==> src/rtl/dcm_clkgen_pkg.sv <==
// Shared helpers for the dcm_clkgen clock generator.
// Holds the sizing functions used by the parameter legality checks.
package dcm_clkgen_pkg;

    localparam int DCM_MIN_DIV = 2;
    localparam int DCM_MIN_LOCK = 1;

    function automatic int ceil_half(input int n);
        return (n + 1) / 2;
    endfunction

    // Smallest width w (at least 1) such that 2^w >= v.
    function automatic int cnt_width(input int v);
        int w;
        w = 1;
        while ((1 << w) < v) begin
            w++;
        end
        return w;
    endfunction

    function automatic int max3(input int a, input int b, input int c);
        int m;
        m = a;
        if (b > m) begin
            m = b;
        end
        if (c > m) begin
            m = c;
        end
        return m;
    endfunction

endpackage

==> src/rtl/dcm_clkgen_div.sv <==
// Single integer divider: 50% duty for even DIV, high-biased for odd DIV.
// Output is one flop, so it changes at most once per input cycle.
import dcm_clkgen_pkg::*;

module clk_div_even_odd #(
    parameter int DIV = 2
) (
    input  logic clk,
    input  logic rst,
    input  logic run,
    output logic clk_out
);

    localparam int W = cnt_width(DIV);
    localparam int HIGH = ceil_half(DIV);
    localparam logic [W-1:0] LAST = W'(DIV - 1);
    localparam logic [W-1:0] HI = W'(HIGH);

    if (DIV < DCM_MIN_DIV) begin : g_bad_div
        $error("clk_div_even_odd: DIV must be >= 2");
    end

    logic [W-1:0] r_cnt;
    logic [W-1:0] w_next;
    logic         r_out;

    always_comb begin
        w_next = (r_cnt == LAST) ? '0 : r_cnt + W'(1);
    end

    // Parked at LAST so the first running edge wraps to 0 and rises.
    always_ff @(posedge clk or posedge rst) begin
        if (rst) begin
            r_cnt <= LAST;
            r_out <= 1'b0;
        end else if (!run) begin
            r_cnt <= LAST;
            r_out <= 1'b0;
        end else begin
            r_cnt <= w_next;
            r_out <= (w_next < HI);
        end
    end

    assign clk_out = r_out;

endmodule

==> src/rtl/dcm_clkgen.sv <==
// Two-output integer clock divider with LOCKED status.
// Define DCM_LOCK_DELAY_EN to delay LOCKED by LOCK_CYCLES input edges.
import dcm_clkgen_pkg::*;

module dcm_clkgen #(
    parameter int DIV1        = 5,
    parameter int DIV2        = 2,
    parameter int LOCK_CYCLES = 16,
    parameter int CNT_W       = 8
) (
    input  logic CLK_IN1,
    input  logic RESET,
    output logic CLK_OUT1,
    output logic CLK_OUT2,
    output logic LOCKED
);

    if (DIV1 < DCM_MIN_DIV) begin : g_bad_div1
        $error("dcm_clkgen: DIV1 must be >= 2");
    end
    if (DIV2 < DCM_MIN_DIV) begin : g_bad_div2
        $error("dcm_clkgen: DIV2 must be >= 2");
    end
    if (LOCK_CYCLES < DCM_MIN_LOCK) begin : g_bad_lock
        $error("dcm_clkgen: LOCK_CYCLES must be >= 1");
    end
    if (CNT_W < cnt_width(max3(DIV1, DIV2, LOCK_CYCLES))) begin : g_bad_w
        $error("dcm_clkgen: CNT_W too narrow");
    end

    logic r_locked;
    logic w_out1;
    logic w_out2;

`ifdef DCM_LOCK_DELAY_EN
    localparam logic [CNT_W-1:0] LOCK_LAST = CNT_W'(LOCK_CYCLES - 1);

    logic [CNT_W-1:0] r_lock_cnt;

    // Counter freezes once locked; LOCKED stays set until RESET.
    always_ff @(posedge CLK_IN1 or posedge RESET) begin
        if (RESET) begin
            r_lock_cnt <= '0;
            r_locked   <= 1'b0;
        end else if (!r_locked) begin
            r_lock_cnt <= r_lock_cnt + CNT_W'(1);
            if (r_lock_cnt == LOCK_LAST) begin
                r_locked <= 1'b1;
            end
        end
    end
`else
    always_ff @(posedge CLK_IN1 or posedge RESET) begin
        if (RESET) begin
            r_locked <= 1'b0;
        end else begin
            r_locked <= 1'b1;
        end
    end
`endif

    clk_div_even_odd #(
        .DIV (DIV1)
    ) u_div1 (
        .clk     (CLK_IN1),
        .rst     (RESET),
        .run     (r_locked),
        .clk_out (w_out1)
    );

    clk_div_even_odd #(
        .DIV (DIV2)
    ) u_div2 (
        .clk     (CLK_IN1),
        .rst     (RESET),
        .run     (r_locked),
        .clk_out (w_out2)
    );

    assign CLK_OUT1 = w_out1;
    assign CLK_OUT2 = w_out2;
    assign LOCKED   = r_locked;

endmodule

==> config.mk <==
export PLATFORM = sky130hd
export DESIGN_NAME = dcm_clkgen
export DESIGN_NICKNAME = d
export VERILOG_FILES = /design/src/rtl/dcm_clkgen_pkg.sv /design/src/rtl/dcm_clkgen_div.sv /design/src/rtl/dcm_clkgen.sv
export SDC_FILE = /design/constraint.sdc
export NUM_CORES = 1
export LEC_CHECK = 0
export CAP_MARGIN = 20
export CORE_AREA = 8 8 45 47
export CTS_CLUSTER_SIZE = 12
export DETAILED_ROUTE_END_ITERATION = 10
export DIE_AREA = 0 0 53 55
export SKIP_LAST_GASP = 1
export SYNTH_ARGS = -nofsm -noshare
export SYNTH_HDL_FRONTEND = slang
export SYNTH_SLANG_ARGS = --single-unit
==> constraint.sdc <==
create_clock -name CLK_IN1 -period 2.3 [get_ports CLK_IN1]
set_clock_uncertainty 0.15 [all_clocks]
set_input_delay 0.46 -clock CLK_IN1 [delete_from_list [all_inputs] [get_ports CLK_IN1]]
set_output_delay 0.46 -clock CLK_IN1 [all_outputs]
set_load 0.05 [all_outputs]
Word level (Yosys, flattened, before mapping)
Index checks and enable logic that the tools add are counted.

operators by class
  add/sub/neg operators = 2
  multiply operators = 0
  div/mod/pow operators = 0
  magnitude comparators = 2
  equality and inequality tests = 1
  shift-type cells = 0
  multiplexer cells = 6
  bitwise logic cells = 0
  reduce and logical (&&, ||, !) cells = 0

operators by type and width
  kind                 number
  $mux 3               2
  $mux 1               4
  $add 3x1->3 const B  1
  $eq 3x3->1 const B   1
  $lt 3x2->1 const B   1
  $add 1x1->1 const B  1
  $lt 1x1->1 const B   1

storage, ports and cells
  register bits after elaboration = 7
  latch bits = 0
  bits in writable memories = 0
  memory bits (read-only) = 0
  memories kept = 0

Logic depth before layout (Yosys ltp)
  depth in word-level cells = 4
  mapped depth = 4
  depth with buffers taken out = 4

Hierarchy
Synthesis repeated with hierarchy kept, for this count alone.

unflattened totals
  cell total of the unflattened synthesis = 26
  area total of the unflattened synthesis = 296.5 um2

by module, submodules not included
  module                     times used  cells each  area an instance (um2)  sequential area each (um2)
  clk_div_even_odd (u_div1)  1           18          198.9                   101.3
  clk_div_even_odd (u_div2)  1           5           65.1                    51.3
  dcm_clkgen                 1           3           32.5                    25.0

Worst setup path before layout
OpenSTA, ideal clock, no wires.

  path type = reg-to-output
  from = register r_locked (netlist: LOCKED)
  to = output LOCKED
  arrival = 656 ps
  setup slack = 1034 ps
  cell stages (with the launch flop) = 1
  buffers on the path = 0
  path through = dfrtp_1

RTL lines
  item                    line              text
  from (decl)             dcm_clkgen.sv:31  logic r_locked;
  from (signal assigned)  dcm_clkgen.sv:55  r_locked <= 1'b0;
  from (signal assigned)  dcm_clkgen.sv:57  r_locked <= 1'b1;
  to (decl)               dcm_clkgen.sv:15  output logic LOCKED

No word-level cell between the ends.

Final worst setup path
  from = register r_locked (netlist: LOCKED)
  to = output LOCKED

No word-level cell between the ends.

==> impl_metrics.tcl <==
set metrics [dict create \
    outcome "finished clean" \
    placed_cell_area_um2 347 \
    nNetsFinal 37 \
    cts_root_buffer "clkbuf_4" \
    final_util 0.269 \
    tightestPinTransition_ns 0.502 \
    slowest_stage "clkdlybuf4s50_1" \
    drv_cap 0 \
    path_cells "clkdlybuf4s50_1" \
    ctsHoldBuffers 0 \
    row_count 14 \
    place_ws_ns 0.454 \
    syn_nets 28 \
    synth_top_area_cell "dfrtp_1" \
    place.gp.congestion 0.586 \
    drive_gt1_frac 0.188 \
    synth_cells 24 \
    reg2reg_slack_ns 1.01 \
    dpl.hpwl_um 333 \
    die_area_mm2 0.00292 \
    via_per_inst 3.83 \
    r2r-end "u_div1.clk_out$_DFF_PP0_" \
    crit_required_ns 1.69 \
    io_buffers 4 \
    synth_most_common_cell "dfrtp_1" \
    cp_top_family "buffers and inverters" \
    critPathBufInv 1 \
    grt_pass1_vias 204 \
    p_sw_mw 0.0951 \
    vias 184 \
    p_int_mw 0.237 \
    holdCritPathClass "in -> async" \
    swShare 0.286 \
    r2r_cells 4 \
    synth-main-ff-cell "dfrtp_1" \
    finalHoldViolCount 0 \
    grt_max_degree 8 \
    max_freq_mhz 474 \
    cts_setup_buffers 0 \
    critPathLaunch "LOCKED$_DFF_PP0_" \
    endpoint "LOCKED" \
    finalNonFillerCells 48 \
    filler_cell_count 146 \
    power_mw 0.332 \
    slew-limit-headroom 0.664 \
    yosys.area.top_type_share 0.437 \
    grt_pass1_wl_um 828 \
    cts_buffers 3 \
    ys_types 11 \
    wl_per_cell_um 9.40 \
    clk_latency_ns 0.24 \
    hold_slack_ns 0.297 \
    final_area_um2 373 \
    start_util 0.207 \
    r2r_start "u_div1.r_cnt[0]$_DFF_PP0_" \
    rsz0062_at_grt "no" \
    setup_violations 0 \
    synth_area_um2 287 \
    finalSetupTns_ns 0 \
    fin_crit_ns 2.11 \
    async_flop_share 1.00 \
    htreeDepth 1 \
    ys_warn_count 0 \
    clock_sinks 7 \
    grtUsageTotal 0.0418 \
    antenna_found_initial 0 \
    numPlacedInstances 44 \
    core_area_mm2 0.00138 \
    ys_seq_elements 7 \
    yosysSeqAreaShare 0.620 \
    antenna_cells 0 \
    power.density_mw_per_mm2 891 \
    routed_wl_um 451 \
    die_x_um 53 \
    synth_top_cells_by_count "dfrtp_1 (5), inv_1 (4), and3_1 (3)" \
    cts_resized 0 \
    crit_cells 1 \
    gr-total-overflow 0 \
    area_delta_synth_final_pct 30.1 \
    dr.pass1.iters 2 \
    synth.avg_cell_area_um2 11.9 \
    cts_tree "done" \
    drc 0 \
    route.antenna.remaining_nets 0 \
    path_class "reg -> out" \
    synth-edff-count 0 \
    setup_slack_ns 0.191 \
    p_seq_frac 0.451 \
    clock_power_share 0.324 \
    end_kind "primary output" \
    combinationalPowerShare 0.225 \
    slew_violations 0 \
    critical-path-max-stage-delay_ns 0.84 \
    clkSlewWorstSetupHoldPaths_ns 0.05 \
    synthTopCellsByArea "dfrtp_1 (44%), dfstp_2 (18%), ha_1 (8.7%)" \
    arrival_ns 1.50 \
    crit_path_max_fanout 7 \
    die_h_um 55 \
    io_pins 5 \
    fin_crit_sh 0.917 \
    cp-start-kind "flop" \
    peakVddDrop_uv 299 \
    clockBufferDepth 2 \
    drt_iter0_markers 4 \
    power_leakage_nw 0.190 \
]
==> flip-flops by register name (all words and copies together), names as in the netlist <==
signal / count
u_div2.clk_out: 1
u_div1.r_cnt: 3
u_div1.clk_out: 1
LOCKED: 1
u_div2.r_cnt: 1
==> final cells by class <==
class                           count  area (um2)  area share
Clock buffer                        4        26.3      0.0705
Multi-Input combinational cell     13        93.8       0.252
Sequential cell                     7         178       0.477
Timing Repair Buffer                4        40.0       0.107
Tap cell                           16        20.0      0.0537
Inverter                            4        15.0      0.0403
==> logic make-up after synthesis <==
kind of cell / after synthesis / share of synthesized area
AO/OA/AOI/OAI: 2 / 0.0611
adder cells (fa/ha/maj): 2 / 0.0873
other: 1 / 0.0131
flip-flops: 7 / 0.620
AND/OR/NAND/NOR: 8 / 0.166
buffers and inverters: 4 / 0.0524
==> how the worst min path moves through the flow <==
stage | from | cells after the start | to
2_1_floorplan | RESET | 1 | LOCKED$_DFF_PP0_
3_3_place_gp | u_div2.r_cnt$_DFF_PP1_ | 1 | u_div2.r_cnt$_DFF_PP1_
3_5_place_dp | u_div2.r_cnt$_DFF_PP1_ | 1 | u_div2.r_cnt$_DFF_PP1_
4_1_cts | RESET | 2 | LOCKED$_DFF_PP0_
5_1_grt | RESET | 2 | u_div1.clk_out$_DFF_PP0_
6_report | RESET | 2 | LOCKED$_DFF_PP0_
==> routing by layer <==
metal | track usage | up-vias | part of all wire | wire (um)
met2 | 0.0586 | 2 | 0.52 | 233
li1 | - | 90 | - | -
met3 | 0.0241 | 0 | 0.033 | 15
met4 | 0.0517 | 0 | 0 | 0
met5 | 0 | - | 0 | 0
met1 | 0.0386 | 92 | 0.45 | 201
==> placed cells by master, fill, tap and decap left out <==
cell and instances:
dfrtp_1 5, nand2b_2 1, o211ai_1 1, nand2_1 2, ha_1 2, dfstp_2 2
nand2b_1 2, clkdlybuf4s50_1 4, clkbuf_4 3, clkbuf_1 1, a41o_1 1, and3_1 3
inv_1 4, conb_1 1
==> power by group through the flow <==
stage	clock, mW	sequential (mW)	combinational [mW]
after detailed placement	0	0.152	0.0750
after global placement	0	0.151	0.0747
after CTS	0.114	0.150	0.0753
after global routing	0.121	0.153	0.0807
after floorplan	0	0.172	0.0316
final	0.108	0.150	0.0748
No activity file was read; power rests on OpenSTA's default activity.
